**config.mk**
```make
export PLATFORM = sky130hd
export DESIGN_NAME = dm_arbiter
export DESIGN_NICKNAME = d
export VERILOG_FILES = /design/src/rtl/dm_arbiter.sv
export SDC_FILE = /design/constraint.sdc
export NUM_CORES = 1
export LEC_CHECK = 0
export CAP_MARGIN = 15
export CORE_AREA = 3 3 73 75
export CTS_BUF_LIST = sky130_fd_sc_hd__clkbuf_4
export CTS_CLUSTER_SIZE = 12
export DETAILED_ROUTE_END_ITERATION = 10
export DIE_AREA = 0 0 76 78
export PLACE_DENSITY_LB_ADDON = 0.25
export REMOVE_ABC_BUFFERS = 1
export SLEW_MARGIN = 5
export SYNTH_ARGS = -nofsm -noshare
export SYNTH_HDL_FRONTEND = slang
export SYNTH_SLANG_ARGS = --single-unit
export TNS_END_PERCENT = 100
```
**constraint.sdc**
```tcl
create_clock -name clk -period 2.6 [get_ports clk]
set_input_delay 0.65 -clock clk [delete_from_list [all_inputs] [get_ports clk]]
set_output_delay 0.65 -clock clk [all_outputs]
set_load 0.02 [all_outputs]
```
**src/rtl/dm_arbiter.sv**
```systemverilog
`default_nettype none
// ============================================================================
//  Module      : dm_arbiter
//  Description : Two-requester round-robin arbiter for the single-port data
//                memory. Registered grants, burst limit under contention,
//                read data returned one cycle after each granted read.
//  Revision    : 1.0 - initial release
// ============================================================================
module dm_arbiter #(
    parameter int ADDR_W    = 8,
    parameter int WDATA_W   = 16,
    parameter int RDATA_W   = 8,
    parameter int MAX_BURST = 4
) (
    input  logic               clk,
    input  logic               rst,
    input  logic               req0,
    input  logic               req1,
    input  logic               we0,
    input  logic               we1,
    input  logic [ADDR_W-1:0]  addr0,
    input  logic [ADDR_W-1:0]  addr1,
    input  logic [WDATA_W-1:0] wdata0,
    input  logic [WDATA_W-1:0] wdata1,
    output logic               gnt0,
    output logic               gnt1,
    output logic               rvalid0,
    output logic               rvalid1,
    output logic [RDATA_W-1:0] rdata,
    output logic               mem_we,
    output logic [ADDR_W-1:0]  mem_addr,
    output logic [WDATA_W-1:0] mem_wdata,
    input  logic [RDATA_W-1:0] mem_rdata
);

    localparam int                 c_CNT_W     = $clog2(MAX_BURST + 1);
    localparam logic [c_CNT_W-1:0] c_MAX       = c_CNT_W'(MAX_BURST);
    localparam logic [c_CNT_W:0]   c_MAX_EXT   = (c_CNT_W + 1)'(MAX_BURST);

    typedef enum logic [1:0] {
        ST_IDLE = 2'd0,
        ST_OWN0 = 2'd1,
        ST_OWN1 = 2'd2
    } state_t;

    state_t               r_state;
    logic                 r_last;
    logic [c_CNT_W-1:0]   r_burst_cnt;
    logic                 r_gnt0;
    logic                 r_gnt1;
    logic                 r_rvalid0;
    logic                 r_rvalid1;
    logic [RDATA_W-1:0]   r_rdata_hold;

    logic                 w_acc0;
    logic                 w_acc1;
    logic                 w_acc;
    logic [c_CNT_W:0]     w_cnt_inc;
    logic [c_CNT_W-1:0]   w_cnt_next;
    logic                 w_burst_done;
    logic                 w_rvalid_any;

    // An access is a cycle where the owner of the port is also requesting it.
    assign w_acc0       = r_gnt0 & req0;
    assign w_acc1       = r_gnt1 & req1;
    assign w_acc        = w_acc0 | w_acc1;
    assign w_cnt_inc    = {1'b0, r_burst_cnt} + 1'b1;
    assign w_cnt_next   = (w_acc && (r_burst_cnt != c_MAX)) ? w_cnt_inc[c_CNT_W-1:0] : r_burst_cnt;
    assign w_burst_done = w_acc && (w_cnt_inc >= c_MAX_EXT);

    // Grant FSM: round-robin tie-break via r_last, burst limit only under contention.
    always_ff @(posedge clk) begin
        if (rst) begin
            r_state     <= ST_IDLE;
            r_last      <= 1'b1;
            r_burst_cnt <= '0;
            r_gnt0      <= 1'b0;
            r_gnt1      <= 1'b0;
        end else begin
            case (r_state)
                ST_IDLE: begin
                    if (req0 && (!req1 || r_last)) begin
                        r_state     <= ST_OWN0;
                        r_last      <= 1'b0;
                        r_burst_cnt <= '0;
                        r_gnt0      <= 1'b1;
                    end else if (req1) begin
                        r_state     <= ST_OWN1;
                        r_last      <= 1'b1;
                        r_burst_cnt <= '0;
                        r_gnt1      <= 1'b1;
                    end
                end
                ST_OWN0: begin
                    if ((!req0 && req1) || (w_burst_done && req1)) begin
                        r_state     <= ST_OWN1;
                        r_last      <= 1'b1;
                        r_burst_cnt <= '0;
                        r_gnt0      <= 1'b0;
                        r_gnt1      <= 1'b1;
                    end else if (!req0) begin
                        r_state     <= ST_IDLE;
                        r_gnt0      <= 1'b0;
                    end else begin
                        r_burst_cnt <= w_cnt_next;
                    end
                end
                ST_OWN1: begin
                    if ((!req1 && req0) || (w_burst_done && req0)) begin
                        r_state     <= ST_OWN0;
                        r_last      <= 1'b0;
                        r_burst_cnt <= '0;
                        r_gnt1      <= 1'b0;
                        r_gnt0      <= 1'b1;
                    end else if (!req1) begin
                        r_state     <= ST_IDLE;
                        r_gnt1      <= 1'b0;
                    end else begin
                        r_burst_cnt <= w_cnt_next;
                    end
                end
                default: begin
                    r_state <= ST_IDLE;
                    r_gnt0  <= 1'b0;
                    r_gnt1  <= 1'b0;
                end
            endcase
        end
    end

    // Read-return tag: remembers which requester issued the read, independent of the current grant.
    always_ff @(posedge clk) begin
        if (rst) begin
            r_rvalid0 <= 1'b0;
            r_rvalid1 <= 1'b0;
        end else begin
            r_rvalid0 <= w_acc0 & ~we0;
            r_rvalid1 <= w_acc1 & ~we1;
        end
    end

    // Hold the last returned read data so rdata stays stable between returns.
    always_ff @(posedge clk) begin
        if (rst) begin
            r_rdata_hold <= '0;
        end else if (w_rvalid_any) begin
            r_rdata_hold <= mem_rdata;
        end
    end

    // Memory port mux: driven by the owning requester only during an access.
    always_comb begin
        mem_we    = 1'b0;
        mem_addr  = '0;
        mem_wdata = '0;
        if (w_acc0) begin
            mem_we    = we0;
            mem_addr  = addr0;
            mem_wdata = wdata0;
        end else if (w_acc1) begin
            mem_we    = we1;
            mem_addr  = addr1;
            mem_wdata = wdata1;
        end
    end

    // Memory read data is live in the return cycle, so pass it straight through then.
    assign w_rvalid_any = r_rvalid0 | r_rvalid1;
    assign rdata        = w_rvalid_any ? mem_rdata : r_rdata_hold;
    assign gnt0         = r_gnt0;
    assign gnt1         = r_gnt1;
    assign rvalid0      = r_rvalid0;
    assign rvalid1      = r_rvalid1;

endmodule
`default_nettype wire

```
==> results of run 1 <==
[worst max-delay path by stage]
stage	end	slack [ns]	cells past startpoint
6_report	mem_wdata[12]	0.04	8
5_1_grt	mem_wdata[1]	0.004	8
4_1_cts	mem_addr[1]	0.03	8
3_5_place_dp	mem_addr[1]	-0.64	8
3_3_place_gp	mem_addr[1]	-0.63	8
2_1_floorplan	mem_addr[0]	-0.63	4
[tightest hold or removal path: stages (launching register included)]
cell and delay [ns]:
dfxtp_1 0.35, nand2_1 0.06, a21oi_1 0.05
[where the power goes]
group / internal, mW / switching, mW
registers: 0.302 / 0.0242
clock network: 0.0537 / 0.0802
logic: 0.384 / 0.356
total: 0.740 / 0.461
[timing repair]
action | CTS | global route
setup buffers | 1 | 0
pin swaps | 2 | 1
setup endpoints to repair | 25 | 4
gates resized for setup | 131 | 1
cloned | 1 | 0
endpoints found under the hold margin | 0 | 0
hold buffers | 0 | 0
[cell usage in the layout, fill, tap and decap left out, types with 2 or more instances in the layout]
| cell type | n |
|---|---|
| dfxtp_1 | 18 |
| a21o_1 | 2 |
| a211oi_1 | 3 |
| nand3b_1 | 2 |
| nor2_1 | 10 |
| nor3_1 | 5 |
| ha_1 | 6 |
| nand2_1 | 9 |
| a31oi_1 | 3 |
| clkbuf_4 | 3 |
| buf_4 | 16 |
| buf_2 | 12 |
| clkdlybuf4s50_1 | 71 |
| mux2_1 | 8 |
| dlygate4sd2_1 | 2 |
| o21ai_1 | 2 |
| nand2b_1 | 3 |
| a22o_1 | 25 |
| nand3_1 | 4 |
| and2_1 | 7 |
| buf_6 | 12 |
| inv_1 | 8 |
| buf_12 | 2 |
| o21ai_0 | 4 |
| a21oi_1 | 9 |
[cells in the mapped netlist (2+ instances only)]
cell type / number / area [um^2]
buf_4: 3 / 22.52
clkbuf_1: 4 / 15.01
nor2_1: 12 / 45.04
nand3b_1: 2 / 15.01
a21o_1: 2 / 15.01
o21ai_1: 2 / 10.01
inv_1: 8 / 30.03
and2_1: 7 / 43.79
a31oi_1: 3 / 18.77
a22o_1: 25 / 219.0
ha_1: 6 / 75.07
o21ai_0: 4 / 20.02
a21oi_1: 9 / 45.04
nand3_1: 4 / 20.02
nand2b_1: 3 / 18.77
nor3_1: 5 / 25.02
mux2_1: 8 / 90.09
nand2_1: 10 / 37.54
a211oi_1: 3 / 22.52
dfxtp_1: 18 / 360.4
[sequential cells by signal (all words and copies together), names as in the netlist]
register,flops
r_state,2
gnt0,1
r_burst_cnt,3
r_last,1
rvalid0,1
r_rdata_hold,8
rvalid1,1
gnt1,1
[logic make-up after synthesis]
logic type	Yosys count	share of synthesized area
AOI/OAI and AO/OA	60	0.3625
muxes	9	0.07143
adders and majority gates	6	0.05357
and+or+nand+nor	48	0.1732
buffers and inverters	19	0.08214
DFF	18	0.2571
[metal layers]
metal  vias to the layer above  track usage  wire length, um  share of wire
met4                         0      0.03623               22         0.0045
met1                       748       0.1940             2052           0.42
li1                        825            -                -              -
met3                         2      0.02900              186          0.038
met2                        35       0.2722             2576           0.53
met5                         -            0                0              0
[layout make-up]
class / count / area (um^2)
Inverter: 9 / 47.55
Sequential cell: 18 / 360.3
Multi-Input combinational cell: 123 / 938.4
Timing Repair Buffer: 116 / 1111
Tap cell: 67 / 83.83
Fill cell: 449 / 2160
Clock buffer: 3 / 22.52
==> out/summary.txt, run 1 <==
status: completed
Reg-to-Reg Start: r_burst_cnt[1]
average size of a mapped cell: 8.758 um^2
worst-skew pair later-pin latency: 0.28 ns
fraction of registers with async set/reset: 0
Final Util: 0.5428
post-synthesis sequential area ratio: 0.2571
routability cong.: 0.8001
Antenna Violating Nets Remaining: 0
Hold Path End: r_state[1]
setup tns final: 0 ns
DP Cell Count: 331
Detailed Route Iter0 Violations: 64
FF-to-FF setup slack: 0.54 ns
Leak: 1.068 nW
Max Fclk: 0.3906 GHz
final hold vios: 0
EDFF count, synth: 0
Die Y: 78 um
Hold Path Origin: r_state[1]
Reg clk slew, reported paths: 0.09 ns
Avg Vias per Cell: 4.792
largest net degree at the start of global routing: 26
die area: 0.005928 mm^2
power per cell area: 468.4 mW/mm^2
worst stage delay on the critical path: 0.24 ns
WP data required: 1.95 ns
drt pass-1 iters: 4
final WL: 4.838 mm
max cap viols: 0
final std cells w/o fill: 336
Mapped Area: 0.001401 mm^2
Synth Flop Type: dfxtp_1
area grow syn2layout: 82.95%
synthesized flop and latch total: 18
CP Launch Type: input port
layout cells sized above 1: 0.2082
initial antenna violation count: 0
DR DRC count: 0
WHS: 0.5067 ns
Root Driver: clkbuf_4
number of distinct library cells after synthesis: 42
Area after DPL: 0.002544 mm^2
PnR worst setup slack: 0.03971 ns
cell area after layout: 0.002564 mm^2
worst r2r dst: r_state[0]
Worst setup EP type: output pin
CTS Buf Count: 3
core area: 0.004723 mm^2
port bufs: 98
Slew HR: 0.6885
pre-CTS WS: -0.6385 ns
H-tree depth: 1
hold path cells: 2
Top cell by count, worst path: buf_4
Tmin final: 2.560 ns
Pins Over Slew Limit: 0
maximum clock insertion buffer count: 2
Initial Util: 0.2967
vias after detailed routing: 1610
CP Class: in2out
vias in the first global route: 1544
grt total ovfl: 0
CP arrival: 1.91 ns
total track usage: 0.1542
Buf+Inv Stages, Crit Path: 6
die width: 76 um
Hold/Removal Path Class: reg2reg
Final Setup Violations: 0
Antenna diodes: 0
Post-Route Skew: 0.003887 ns
total power: 1.201 mW
RSZ-0062 raised after global routing: false
CP delay by family, top: buffers and inverters
CTS tree: built
r2r worst-path depth: 6
HPWL after DPL: 3.836 mm
# IOs: 99
CP Max Fanout: 25
Final nets: 339
Crit-path slowest cell: dlygate4sd2_1
Worst Max-Slew Pin Slew: 0.4654 ns
crit path from: req0
global-route wire length before repair: 7.624 mm
critical-path cell list: dlygate4sd2_1 > bufinv_8 > nor2_2 > buf_4 > buf_4 > buf_12 > a22o_1 > buf_2
post-synthesis cell count: 160
final worst path period share: 0.9847
Syn. warnings: 0
row cnt: 25
DR WL/cell: 14.40 um
clock sinks: 18
VDD IR-drop max: 0.0001622 V
No activity file was read; power rests on OpenSTA's default activity.
==> run 2, diff against run 1 <==
--- a/config.mk
+++ b/config.mk
@@ -7,7 +7,6 @@
 export LEC_CHECK = 0
 export CAP_MARGIN = 15
 export CORE_AREA = 3 3 73 75
-export CTS_BUF_LIST = sky130_fd_sc_hd__clkbuf_4
 export CTS_CLUSTER_SIZE = 12
 export DETAILED_ROUTE_END_ITERATION = 10
 export DIE_AREA = 0 0 76 78
==> run 2 against run 1 <==
  * Largest power group unchanged
  * Setup slack better by 0.00057 ns
  * Cell area up 0.73%
  * Clock power up 41%
  * Register-to-register slack about the same
  * Die area unchanged
  * Hold slack worse by 0.0065 ns
  * Critical path depth unchanged
  * Highest routed layer unchanged
  * Clock-buffer cell count unchanged
  * Non-clock buffer count unchanged
  * Flip-flop and latch count unchanged
  * Via count up 0.19%
  * Total power up 4.5%
==> out/summary.txt, run 2 (synthesis results as in run 1) <==
final hold vios: 0 (unchanged)
Buf+Inv Stages, Crit Path: 6 (unchanged)
total power: 1.255 mW (was 1.201 mW)
Pins Over Slew Limit: 0 (unchanged)
Detailed Route Iter0 Violations: 74 (was 64)
Root Driver: clkbuf_8 (was clkbuf_4)
Die Y: 78 um (unchanged)
most frequent cells in the layout: clkdlybuf4s50_1, a22o_1, dfxtp_1, buf_4 (unchanged)
CP Launch Type: input port (unchanged)
final WL: 4.826 mm (was 4.838 mm)
DR DRC count: 0 (unchanged)
CTS tree: built (unchanged)
Layout fillers: 446 (was 449)
worst stage delay on the critical path: 0.24 ns (about the same)
vias in the first global route: 1543 (was 1544)
routability cong.: 0.8001 (unchanged)
pre-CTS WS: -0.6385 ns (unchanged)
CP delay by family, top: buffers and inverters (unchanged)
maximum clock insertion buffer count: 2 (unchanged)
critical-path cell list: dlygate4sd2_1 > bufinv_8 > nor2_2 > buf_4 > buf_4 > buf_12 > a22o_1 > buf_2 (unchanged)
Antenna Violating Nets Remaining: 0 (unchanged)
# IOs: 99 (unchanged)
FF/Latch Area: 360.3 um^2 (unchanged)
Largest register FFs: 8 (unchanged)
Top cell by count, worst path: buf_4 (unchanged)
final worst path period share: 0.9845 (was 0.9847)
worst-skew pair later-pin latency: 0.25 ns (was 0.28 ns)
power per cell area: 486.0 mW/mm^2 (was 468.4 mW/mm^2)
die width: 76 um (unchanged)
Worst Max-Slew Pin Slew: 0.4670 ns (was 0.4654 ns)
Max Fclk: 0.3907 GHz (was 0.3906 GHz)
layout cells sized above 1: 0.2082 (unchanged)
Reg clk slew, reported paths: 0.06 ns (was 0.09 ns)
status: completed (unchanged)
CP arrival: 1.91 ns (about the same)
port bufs: 98 (unchanged)
WHS: 0.5003 ns (was 0.5067 ns)
Slew HR: 0.6875 (was 0.6885)
largest net degree at the start of global routing: 26 (unchanged)
CP Class: in2out (unchanged)
Avg Vias per Cell: 4.801 (was 4.792)
drt pass-1 iters: 5 (was 4)
Final Setup Violations: 0 (unchanged)
area grow syn2layout: 84.29% (was 82.95%)
row cnt: 25 (unchanged)
CTS Buf Count: 3 (unchanged)
DR WL/cell: 14.36 um (was 14.40 um)
Post-Route Skew: 0.004068 ns (was 0.003887 ns)
Antenna diodes: 0 (unchanged)
H-tree depth: 1 (unchanged)
Hold/Removal Path Class: reg2reg (unchanged)
vias after detailed routing: 1613 (was 1610)
Top reg by flops: r_rdata_hold (unchanged)
initial antenna violation count: 0 (unchanged)
WP data required: 1.95 ns (about the same)
global-route wire length before repair: 7.624 mm (unchanged)
total track usage: 0.1532 (was 0.1542)
clock sinks: 18 (unchanged)
Multi-input gate area: 938.4 um^2 (unchanged)
CP Max Fanout: 25 (unchanged)
RSZ-0062 raised after global routing: false (unchanged)
PnR worst setup slack: 0.04028 ns (was 0.03971 ns)
core area: 0.004723 mm^2 (unchanged)
Initial Util: 0.2967 (unchanged)
HPWL after DPL: 3.836 mm (unchanged)
biggest regs: r_rdata_hold x8, r_burst_cnt x3, r_state x2 (unchanged)
Worst setup EP type: output pin (unchanged)
max cap viols: 0 (unchanged)
grt total ovfl: 0 (unchanged)
Leak: 1.076 nW (was 1.068 nW)
commonest non-fill, non-tap cell in the layout: clkdlybuf4s50_1 (unchanged)
Tmin final: 2.560 ns (about the same)
die area: 0.005928 mm^2 (unchanged)
VDD IR-drop max: 0.0001630 V (was 0.0001622 V)
Crit-path slowest cell: dlygate4sd2_1 (unchanged)
Final nets: 339 (unchanged)
run 2: cell counts in the layout (fill, tap and decap cells not counted):
Identical to the previous run, type by type.
run 2: final timing paths:
path / from / endpoint / slack, ns / cells after the start
setup reg to reg: r_burst_cnt[0] / r_state[0] / 0.54 / 6
setup / recovery: req0 / mem_wdata[12] / 0.04 / 8
hold / removal: r_state[0] / r_state[0] / 0.50 / 2
hold reg to reg: r_state[0] / r_state[0] / 0.50 / 2
run 2: worst register-to-register path: stages (launching register included):
cell and delay (ns):
dfxtp_1 0.38, ha_1 0.28, a21boi_4 0.18, a2111oi_4 0.40, o22ai_2 0.12, or4_1 0.49, a21oi_1 0.13
run 2: area by class of cell:
type                    instances  area share
repair buffers                116      0.4302
flip-flops and latches         18      0.1395
well taps                      67     0.03246
multi-input cells             123      0.3634
inverters                       9     0.01841
clock buffers                   3     0.01599
run 2: repair_timing:
action / 4_1_cts / 5_1_grt
buffers inserted: 1 / 0
endpoints found under the setup margin: 25 / 4
gates resized for setup: 131 / 1
cloned: 1 / 0
hold buffers: 0 / 0
pin swaps: 2 / 1
run 2: through the flow:
stage | cell area, um^2 | TNS, ns | std cells | util
2_1_floorplan | 1334 | -15.68 | 150 | -
3_3_place_gp | 2544 | -15.19 | 331 | 0.5385
3_5_place_dp | 2544 | -15.33 | 331 | 0.5385
4_1_cts | 2587 | 0 | 336 | 0.5478
5_1_grt | 2582 | 0 | 336 | 0.5468
6_report | 2582 | 0 | 336 | 0.5468
run 2: power breakdown:
part           switching, mW  leakage (nW)  internal (mW)  total, mW
Sequential            0.0239         0.146          0.303      0.326
Combinational          0.355         0.908          0.384      0.739
Clock                 0.0866        0.0216          0.103      0.189
Total                  0.466          1.08          0.790       1.26
run 2: routing by layer:
| metal | share of wire | global-route usage | vias to the layer above |
|---|---|---|---|
| met5 | 0 | 0 | - |
| met4 | 0.0027 | 0.02536 | 0 |
| met3 | 0.051 | 0.02900 | 2 |
| met2 | 0.53 | 0.2722 | 42 |
| met1 | 0.42 | 0.1954 | 745 |
| li1 | - | - | 824 |
